File: src/rtl/aq_mmu_pkg.sv
// Shared MMU constants and the JTLB tag sequencer state encoding.
package aq_mmu_pkg;

  localparam int unsigned IDX_W         = 6;
  localparam int unsigned WAY_W         = 48;
  localparam int unsigned ARR_IDX_W     = 9;
  localparam int unsigned WEN_W         = 3;
  localparam int unsigned JTLB_W        = 98;
  localparam int unsigned JTLB_WAY1_LSB = 48;
  localparam int unsigned JTLB_FIFO_LSB = 96;

  typedef enum logic [1:0] {
    ST_IDLE  = 2'd0,
    ST_RF_RD = 2'd1,
    ST_RF_WR = 2'd2,
    ST_INV   = 2'd3
  } jtlb_tag_state_e;

endpackage

File: src/rtl/aq_mmu_jtlb_tag_ctrl.sv
// JTLB tag SRAM sequencer: arbitrates lookup reads, refill read-modify-write
// with FIFO victim choice, and the invalidate-all sweep onto one array port.
// Build option: MMU_JTLB_RST_INV_EN makes reset land in the sweep state so the
// array is cleared automatically after reset release.
module aq_mmu_jtlb_tag_ctrl
  import aq_mmu_pkg::*;
(
  input  logic                 forever_cpuclk,
  input  logic                 cpurst_b,
  input  logic                 lkup_req,
  input  logic [IDX_W-1:0]     lkup_idx,
  output logic                 lkup_gnt,
  output logic                 lkup_rvld,
  output logic [JTLB_W-1:0]    lkup_rdata,
  input  logic                 rf_req,
  input  logic [IDX_W-1:0]     rf_idx,
  input  logic [WAY_W-1:0]     rf_tag,
  output logic                 rf_done,
  output logic                 rf_way,
  input  logic                 inv_req,
  output logic                 inv_done,
  output logic                 ctrl_busy,
  output logic                 jtlb_tag_cen,
  output logic [WEN_W-1:0]     jtlb_tag_wen,
  output logic [ARR_IDX_W-1:0] jtlb_tag_idx,
  output logic [JTLB_W-1:0]    jtlb_tag_din,
  input  logic [JTLB_W-1:0]    jtlb_tag_dout
);

`ifdef MMU_JTLB_RST_INV_EN
  localparam jtlb_tag_state_e RST_ST = ST_INV;
`else
  localparam jtlb_tag_state_e RST_ST = ST_IDLE;
`endif

  localparam logic [IDX_W-1:0] CNT_LAST = '1;

  jtlb_tag_state_e    state_q, state_d;
  logic [IDX_W-1:0]   cnt_q, cnt_d;
  logic [IDX_W-1:0]   rf_idx_q, rf_idx_d;
  logic [WAY_W-1:0]   rf_tag_q, rf_tag_d;
  logic               victim_q, victim_d;
  logic               lkup_rvld_q, lkup_rvld_d;

  logic               cen_c;
  logic [WEN_W-1:0]   wen_c;
  logic [IDX_W-1:0]   idx_c;
  logic [JTLB_W-1:0]  din_c;
  logic               gnt_c;
  logic               rf_done_c;
  logic               inv_done_c;
  logic               busy_c;

  // State, sweep counter, refill context and lookup-return flag
  always_ff @(posedge forever_cpuclk) begin
    if (!cpurst_b) begin
      state_q     <= RST_ST;
      cnt_q       <= '0;
      rf_idx_q    <= '0;
      rf_tag_q    <= '0;
      victim_q    <= 1'b0;
      lkup_rvld_q <= 1'b0;
    end else begin
      state_q     <= state_d;
      cnt_q       <= cnt_d;
      rf_idx_q    <= rf_idx_d;
      rf_tag_q    <= rf_tag_d;
      victim_q    <= victim_d;
      lkup_rvld_q <= lkup_rvld_d;
    end
  end

  // Next-state and array-port decode; one array access per cycle
  always_comb begin
    state_d     = state_q;
    cnt_d       = cnt_q;
    rf_idx_d    = rf_idx_q;
    rf_tag_d    = rf_tag_q;
    victim_d    = victim_q;
    lkup_rvld_d = 1'b0;
    cen_c       = 1'b0;
    wen_c       = '0;
    idx_c       = '0;
    din_c       = '0;
    gnt_c       = 1'b0;
    rf_done_c   = 1'b0;
    inv_done_c  = 1'b0;
    busy_c      = 1'b0;

    unique case (state_q)
      ST_IDLE: begin
        if (inv_req) begin
          cnt_d   = '0;
          state_d = ST_INV;
        end else if (rf_req) begin
          rf_idx_d = rf_idx;
          rf_tag_d = rf_tag;
          cen_c    = 1'b1;
          idx_c    = rf_idx;
          state_d  = ST_RF_RD;
        end else if (lkup_req) begin
          cen_c       = 1'b1;
          idx_c       = lkup_idx;
          gnt_c       = 1'b1;
          lkup_rvld_d = 1'b1;
        end
      end

      ST_RF_RD: begin
        // FIFO bit points at the older way, which becomes the victim
        busy_c   = 1'b1;
        victim_d = jtlb_tag_dout[JTLB_FIFO_LSB];
        state_d  = ST_RF_WR;
      end

      ST_RF_WR: begin
        // Write the new tag into the victim way and flip the FIFO pointer
        busy_c    = 1'b1;
        cen_c     = 1'b1;
        idx_c     = rf_idx_q;
        wen_c     = {1'b1, victim_q, ~victim_q};
        din_c[0 +: WAY_W]             = rf_tag_q;
        din_c[JTLB_WAY1_LSB +: WAY_W] = rf_tag_q;
        din_c[JTLB_FIFO_LSB +: 2]     = {1'b0, ~victim_q};
        rf_done_c = 1'b1;
        state_d   = ST_IDLE;
      end

      ST_INV: begin
        busy_c = 1'b1;
        cen_c  = 1'b1;
        wen_c  = '1;
        idx_c  = cnt_q;
        cnt_d  = cnt_q + IDX_W'(1);
        if (cnt_q == CNT_LAST) begin
          inv_done_c = 1'b1;
          state_d    = ST_IDLE;
        end
      end

      default: state_d = ST_IDLE;
    endcase
  end

  // Outputs forced quiet while reset is sampled low so aborted work never
  // touches the array or pulses a done flag
  assign lkup_gnt     = cpurst_b & gnt_c;
  assign lkup_rvld    = cpurst_b & lkup_rvld_q;
  assign lkup_rdata   = lkup_rvld ? jtlb_tag_dout : '0;
  assign rf_done      = cpurst_b & rf_done_c;
  assign rf_way       = rf_done & victim_q;
  assign inv_done     = cpurst_b & inv_done_c;
  assign ctrl_busy    = cpurst_b & busy_c;
  assign jtlb_tag_cen = cpurst_b & cen_c;
  assign jtlb_tag_wen = cpurst_b ? wen_c : '0;
  assign jtlb_tag_idx = cpurst_b ? ARR_IDX_W'(idx_c) : '0;
  assign jtlb_tag_din = cpurst_b ? din_c : '0;

endmodule

File: config.mk
export PLATFORM = sky130hd
export DESIGN_NAME = aq_mmu_jtlb_tag_ctrl
export DESIGN_NICKNAME = d
export VERILOG_FILES = /design/src/rtl/aq_mmu_pkg.sv /design/src/rtl/aq_mmu_jtlb_tag_ctrl.sv
export SDC_FILE = /design/constraint.sdc
export NUM_CORES = 1
export LEC_CHECK = 0
export ABC_CLOCK_PERIOD_IN_PS = 3100
export CORE_AREA = 2 2 149 151
export DETAILED_ROUTE_END_ITERATION = 10
export DIE_AREA = 0 0 151 153
export PLACE_DENSITY = 0.65
export SLEW_MARGIN = 40
export SYNTH_ARGS = -nofsm -noshare
export SYNTH_HDL_FRONTEND = slang
export SYNTH_SLANG_ARGS = --single-unit
File: constraint.sdc
create_clock -name forever_cpuclk -period 3.1 [get_ports forever_cpuclk]
set_clock_uncertainty 0.15 [all_clocks]
set_input_delay 0.31 -clock forever_cpuclk [delete_from_list [all_inputs] [get_ports forever_cpuclk]]
set_output_delay 0.31 -clock forever_cpuclk [all_outputs]
set_load 0.01 [all_outputs]
## Word-level counts from Yosys, hierarchy flattened

Cells that the tools add are included.

- Logic and storage cells: 57
- Flip-flop bits (word level): 64
- Input port bits: 163
- Output and inout bits: 215

- Add/sub/neg operators: 1
- Bitwise operators: 9
- Reduce and logical (&&, ||, !) cells: 7
- Multiplexer cells: 27
- Equality and inequality tests: 7

Operator list:

| kind | count |
|---|---|
| 2-to-1 mux 98 bit | 2 |
| 2-to-1 mux 97 bit | 1 |
| 2-to-1 mux 6 bit | 5 |
| one-hot mux 6 bit (3 select lines) | 1 |
| one-hot mux 6 bit (2 select lines) | 1 |
| 2-to-1 mux 1 bit | 10 |
| one-hot mux 2 bit (4 select lines) | 1 |
| bitwise AND 1 bit | 7 |
| adder 6 x 1 -> 6 bit, second input constant | 1 |
| equality test 6 bit, second input constant | 1 |
| 2-to-1 mux 2 bit | 3 |
| one-hot mux 3 bit (2 select lines) | 1 |
| equality test 2 bit, second input constant | 2 |
| != test 2 bit, second input constant | 2 |
| AND reduction 2 bit | 2 |
| 2-to-1 mux 3 bit | 1 |
| != test 3 bit, second input constant | 1 |
| AND reduction 3 bit | 1 |
| OR reduction 3 bit | 1 |
| equality test 2 x 1 -> 1 bit, second input constant | 1 |
| logical NOT 2 bit | 1 |
| inverter 1 bit | 2 |
| one-hot mux 1 bit (2 select lines) | 1 |
| nonzero test 2 bit | 1 |
| OR reduction 2 bit | 1 |

## Logic depth before layout (Yosys ltp)

- Depth after elaboration: 5
- Gate-level depth with buffers: 6
- Mapped depth without buffers: 4

## Worst setup path after synthesis

No wires, ideal clock.

- Path type: reg2out
- From: register state_q[1]
- To: output port jtlb_tag_din[87]
- Arrival: 1.426 ns
- Stages on the path, launching flop included: 6
- Data required time: 2.640 ns
- Slack: 1.214 ns
- Path buffers: 2
- Path through: dfxtp_1 > nand2_1 > nor2_1 > clkbuf_1 > and2_1 > buf_4

- Longest elaborated chain between the ends: 3

Ends and longest elaborated chain:

| element | line | text |
|---|---|---|
| start: declaration | aq_mmu_jtlb_tag_ctrl.sv:38 | `jtlb_tag_state_e state_q, state_d;` |
| start signal: assignment | aq_mmu_jtlb_tag_ctrl.sv:64 | `state_q <= state_d;` |
| equality test 2 bit | aq_mmu_jtlb_tag_ctrl.sv:90 | `unique case (state_q)` |
| 2-to-1 mux 97 bit | aq_mmu_jtlb_tag_ctrl.sv:90 |  |
| 2-to-1 mux 98 bit | aq_mmu_jtlb_tag_ctrl.sv:157 | `assign jtlb_tag_din = cpurst_b ? din_c : '0;` |
| end: declaration | aq_mmu_jtlb_tag_ctrl.sv:26 | `output logic [JTLB_W-1:0] jtlb_tag_din,` |

No other way between the ends.

## Final worst setup path

- From: register state_q[0]
- To: output port jtlb_tag_idx[4]

- Longest elaborated chain between the ends: 3
- Elaborated cells on any way between the ends: 5
- Those cells by class: 2 x eq/ne; 2 x mux; 1 x reduce/logical

Ends and longest elaborated chain:

| element | line | text |
|---|---|---|
| equality test 2 bit / logical NOT 2 bit (equally long branches) | aq_mmu_jtlb_tag_ctrl.sv:90 |  |
| one-hot mux 6 bit (3 select lines) (*) | aq_mmu_jtlb_tag_ctrl.sv:90 |  |
| 2-to-1 mux 6 bit (*) | aq_mmu_jtlb_tag_ctrl.sv:156 | `assign jtlb_tag_idx = cpurst_b ? ARR_IDX_W'(idx_c) : '0;` |
| end: declaration | aq_mmu_jtlb_tag_ctrl.sv:25 | `output logic [ARR_IDX_W-1:0] jtlb_tag_idx,` |

Every way passes the cells marked *; elsewhere a longest branch is shown, timed or not.

==> results.cfg <==
[global_route]
track_usage_pct = 16.5
grt_pass1_wl_um = 28800
grt_max_degree = 122
grt_overflow = 0
antenna_found_initial = 1
grt_pass1_vias = 4779

[drt]
drt_wl_total_um = 19600
drt-wirelength-per-cell_um = 17.2
drc = 0
vias = 4938
drtAntennaViolNets = 0
dr.pass1.iters = 4
via_per_inst = 4.32
first_iter_violations = 181

[cts]
cts_tree = built
cts_buffers = 9
hold_buffers = 0
cts.clk_slew.worst_paths_ns = 0.06
ctsHtreeMaxLevel = 3
cts_buffer_depth = 2
cts.sinks = 64
insertion_delay_ns = 0.33
cts.root.buffer_cell = clkbuf_16

[yosys]
synth_edf_count = 0
seq_area_frac_synth_pct = 30.4
ys.flop_type = dfxtp_1
syn_area_sq_um = 4220
synth_top_cell_by_area = dfxtp_1
avgSynthCellArea_sq_um = 7.51
yosysMostFrequentCell = nand2_1
yosysWarningCount = 0
ys_types = 37
async_flop_share_pct = 0
synth_common_cells = nand2_1, and3_1, dfxtp_1
netlist_instances = 562
netlist_top_cells_area = dfxtp_1, and3_1, nand2_1
ys_ff_latch = 64
synth_top_cell_area_share_pct = 30.4

[floorplan]
start_util_pct = 19.6
die_area_sq_um = 23100
rows = 54
die_w_um = 151
dieHeight_um = 153
io_pins = 378
core_sq_um = 21500

[worst_setup_path]
startpoint_type = flip-flop
cp_max_fo = 16
worstPathArrival_ns = 2.46
worstPathRequired_ns = 2.64
setup.worst_path.class = reg -> out
critPathCaptureType = output pin
crit_slowest_cell = dfxtp_1
cp_cell_sequence = buf_4 > mux2_2 > nand2_1 > a31oi_1 > clkdlybuf4s50_1
cpPeakStageDelay_ns = 0.72

[timing]
finalCriticalPeriod_ns = 2.92
rsz0062_at_grt = no
slew_headroom_pct = 57.5
setup_tns_ns = 0
min_period_over_period_pct = 94.1
finalHoldViolations = 0
hold-worst-slack_ns = 0.294
max_freq_mhz = 343
worst_slew_pin_slew_ns = 0.636
final_max_slew_viol_count = 0
finalSetupViolCount = 0

[placed_design]
hpwlAfterDp_um = 16000
port_buffers = 373
gp_congestion = 0.855
placedInstanceArea_sq_um = 7760

[cells_and_area]
diodes = 0
fin_nets = 1023
final_cell_area_sq_um = 8070
areaGrowthSynthToFinish_pct = 91.2
drive_gt1_share_pct = 4.87

[power_and_ir_drop]
power.density_nw_per_um2 = 301
leakage_nw = 3.22
peakVddDrop_v = 0.000189

[min_path]
hp-class = reg -> reg

[run]
cap_violations = 0

[run_status]
outcome = completed
metrics by stage:
stage                     setup slack (ns)  power, mW  utilization (%)  std cells
final                                0.184       2.43             37.5       1143
after global routing                0.0107       2.56             37.5       1143
after CTS                           0.0835       2.47             37.5       1141
after detailed placement             0.135       1.46             36.1       1126
after global placement               0.211       1.45             36.1       1126
after floorplan                       1.21       1.14                -        565
final cells by class:
| cell class | instances | area (sq um) |
|---|---|---|
| Multi-Input combinational cell | 394 | 2270 |
| Inverter | 3 | 11.3 |
| Fill cell | 2233 | 13400 |
| Clock inverter | 4 | 45.0 |
| Tap cell | 280 | 350 |
| Sequential cell | 64 | 1280 |
| Clock buffer | 11 | 243 |
| Timing Repair Buffer | 387 | 3860 |
state kept, by name, summed over array words and instances, names as in the netlist:
name / cells
rf_tag_q: 48
cnt_q: 6
rf_idx_q: 6
state_q: 2
lkup_rvld_q: 1
victim_q: 1
final timing paths:
path	start	to	slack [ns]	cells after the start
worst max register to register	state_q[0]	rf_tag_q[46]	1.03	4
worst min-delay path	rf_tag_q[43]	rf_tag_q[43]	0.29	2
worst min register to register	rf_tag_q[43]	rf_tag_q[43]	0.29	2
worst max-delay path	state_q[0]	jtlb_tag_idx[4]	0.18	5
layer usage:
layer | part of all wire [%] | up-vias | GRT usage [%]
li1 | - | 2420 | -
met1 | 37 | 2226 | 18.1
met2 | 50 | 259 | 29.1
met3 | 9.2 | 31 | 5.31
met4 | 3.8 | 2 | 6.85
met5 | 0.066 | - | 0
critical path, delay by kind of cell (launching register included):
| family | cells | cell delay, ns |
|---|---|---|
| multiplexers | 1 | 0.17 |
| AO/OA/AOI/OAI | 1 | 0.29 |
| buffers and inverters | 2 | 0.89 |
| AND/OR/NAND/NOR | 1 | 0.05 |
| flip-flops | 1 | 0.72 |
timing repair:
item,4_1_cts,5_1_grt
setup endpoints to repair,11,4
setup buffers,0,2
gates resized for setup,1,0
pin swaps,0,1
where the power goes:
group / switching, mW / internal (mW) / leakage (nW)
clock: 0.355 / 0.635 / 0.145
combinational: 0.216 / 0.320 / 2.56
sequential: 0.0366 / 0.865 / 0.521
placed cells by master, fill, tap and decap left out, drive strengths merged, types with 2 or more instances in the layout:
cell,count
o211ai,3
nor2,6
inv,3
a21oi,6
nand3,9
clkinv,3
clkbuf,11
and3,100
buf,15
clkdlybuf4s50,372
a21boi,58
and2,50
a31oi,6
nor3,4
dfxtp,64
or3,2
conb,4
o21ai,5
mux2,6
nand2,120
logic make-up (layout without fill, tap and decap cells):
logic type / after synthesis / in the layout / share of synthesized area, %
compound gates: 83 / 83 / 14.0
fa+ha+maj: 1 / 1 / 0.297
buf+inv: 107 / 405 / 16.3
flops: 64 / 64 / 30.4
mux: 6 / 6 / 1.60
other cells: 1 / 4 / 0.0889
simple gates: 300 / 300 / 37.4
(Power assumes the default switching activity.)
==> patch (same settings) <==
The package constant `ARR_IDX_W` goes from 9 to 8.
--- a/src/rtl/aq_mmu_pkg.sv
+++ b/src/rtl/aq_mmu_pkg.sv
@@ -4,5 +4,5 @@
   localparam int unsigned IDX_W         = 6;
   localparam int unsigned WAY_W         = 48;
-  localparam int unsigned ARR_IDX_W     = 9;
+  localparam int unsigned ARR_IDX_W     = 8;
   localparam int unsigned WEN_W         = 3;
   localparam int unsigned JTLB_W        = 98;
Ports: changed (resized jtlb_tag_idx); port bits go from 378 to 377. No check against the original RTL was run, so the function may have changed too.
==> patch against the unedited design <==
Cell count is essentially flat; power grew 1.5%; first-iteration DRC count grew 41%; routed wire length shrank 0.63%; highest routed layer is now met4; synthesized area shrank 0.18%; global-route usage shrank 0.23 points; worst setup slack lost 0.019 ns; fmax shrank 0.65%; register-to-register slack lost 0.07 ns; largest power group unchanged; cell area is essentially flat; sequential cell count is the same; via count is essentially flat; critical endpoint is now jtlb_tag_idx[3].
==> patch: results (changes against the unedited design) <==
metric;value;unit;change
status;finished clean;;unchanged
ranking of synthesized cells by area;dfxtp_1 30%, and3_1 15%, nand2_1 11%;;unchanged
average wire per standard cell;17.0;um;was 17.2 um
Total GRT Usage;0.163;;was 0.165
Pins Over Slew Limit;0;;unchanged
largest registers;rf_tag_q x48, cnt_q x6, rf_idx_q x6;;unchanged
largest net degree at the start of global routing;91;;was 122
initial antenna violation count;0;;was 1
hpwl dp;16.0;mm;about the same
reg2reg end;rf_tag_q[5];;was rf_tag_q[46]
sequential share of the synthesized area;0.304;;about the same
vias in the first global route;4700;;was 4779
peak supply drop;0.203;mV;was 0.189 mV
Worst Path Max Fanout;19;;was 16
Pre-antenna DRT Iters;4;;unchanged
# nets final;1022;;was 1023
worst hold path class;register to register;;unchanged
Worst Min Path Start;rf_tag_q[9];;was rf_tag_q[43]
first-pass GRT wire length;28.0;mm;was 28.8 mm
Synth Warn #;0;;unchanged
leading cell types by count after synthesis;120 x nand2_1, 100 x and3_1, 64 x dfxtp_1;;unchanged
Adder-Cell Fraction of Synth Area;0.00297;;about the same
Fillers;2256;;was 2233
Resized cells post-CTS;0;;was 1
RePlAce Congestion;0.896;;was 0.855
Worst R2R Setup Slack;0.96;ns;was 1.03 ns
Setup crit end;jtlb_tag_idx[3];;was jtlb_tag_idx[4]
via-per-instance ratio;4.32;;about the same
Leak;3.22;nW;about the same
post-CTS setup buffers;0;;unchanged
Synth Area in Compound Gates;0.140;;about the same
DR iter-0 viols;255;;was 181
Clk pin slew, worst setup/hold paths;0.05;ns;
Placed Area;0.00776;mm^2;about the same
slew of the pin with the lowest slew margin;0.778;ns;was 0.636 ns
mux share of post-synthesis cell area;0.0160;;about the same
## patch: changes by cell type in the layout (fill, tap and decap cells not counted)
cell,unedited run,this run
buf_12,2,1
buf_4,13,14
buf_8,0,1
clkbuf_1,1,2
clkbuf_8,1,2
clkdlybuf4s50_1,372,371
clkinv_2,3,2
conb_1,4,3
dfxtp_1,62,63
dfxtp_2,2,1
diode_2,0,1
## patch: how the worst min path moves through the flow
stage	end	slack, ns	cells past startpoint
global placement	rf_tag_q[32]	0.29	2
CTS	rf_tag_q[31]	0.30	2
floorplan	rf_tag_q[0]	0.28	2
global route	rf_tag_q[25]	0.32	2
detailed placement	rf_tag_q[31]	0.29	2
finish	rf_tag_q[9]	0.29	2
## patch: worst max-delay path: stages (launching register included)
cell             delay, ns
dfxtp_1               0.55
nor4b_4               0.55
nand2_1               0.16
a31oi_1               0.28
clkdlybuf4s50_1       0.61
## patch: logic make-up (layout without fill, tap and decap cells)
logic type / count (synthesis) / in the layout
AOI/OAI and AO/OA: 83 / 83
adders and majority gates: 1 / 1
buffers and inverters: 106 / 406
DFF: 64 / 64
muxes: 6 / 6
other: 1 / 4
and+or+nand+nor: 300 / 300
## patch: metal layers
layer,part of all wire,GRT usage,up-vias
li1,-,-,2420
met1,0.37,0.173,2218
met2,0.50,0.293,271
met3,0.096,0.0516,28
met4,0.034,0.0676,0
met5,0,0,-
## patch: power breakdown
group	internal, W	switching, W	leakage (nW)	total (W)
Combinational	0.000319	0.000221	2.55	0.000540
Sequential	0.000864	0.0000310	0.521	0.000895
Clock	0.000664	0.000366	0.150	0.00103
## patch: area by class of cell
type | instances | area [um^2] | share of cell area
diodes | 1 | 2.50 | 0.000310
clock buffers | 13 | 260 | 0.0323
clock inverters | 3 | 40.0 | 0.00496
inverters | 3 | 11.3 | 0.00140
multi-input cells | 393 | 2270 | 0.281
flip-flops and latches | 64 | 1280 | 0.159
well taps | 280 | 350 | 0.0434
repair buffers | 387 | 3850 | 0.478
## patch: metrics by stage
stage	cells	power (W)	worst slack, ns	hold slack (ns)
2_1_floorplan	563	0.00114	1.21	0.280
3_5_place_dp	1127	0.00146	0.308	0.291
5_1_grt	1143	0.00260	0.0102	0.315
3_3_place_gp	1126	0.00145	0.308	0.286
4_1_cts	1143	0.00252	0.135	0.299
6_report	1144	0.00247	0.165	0.295
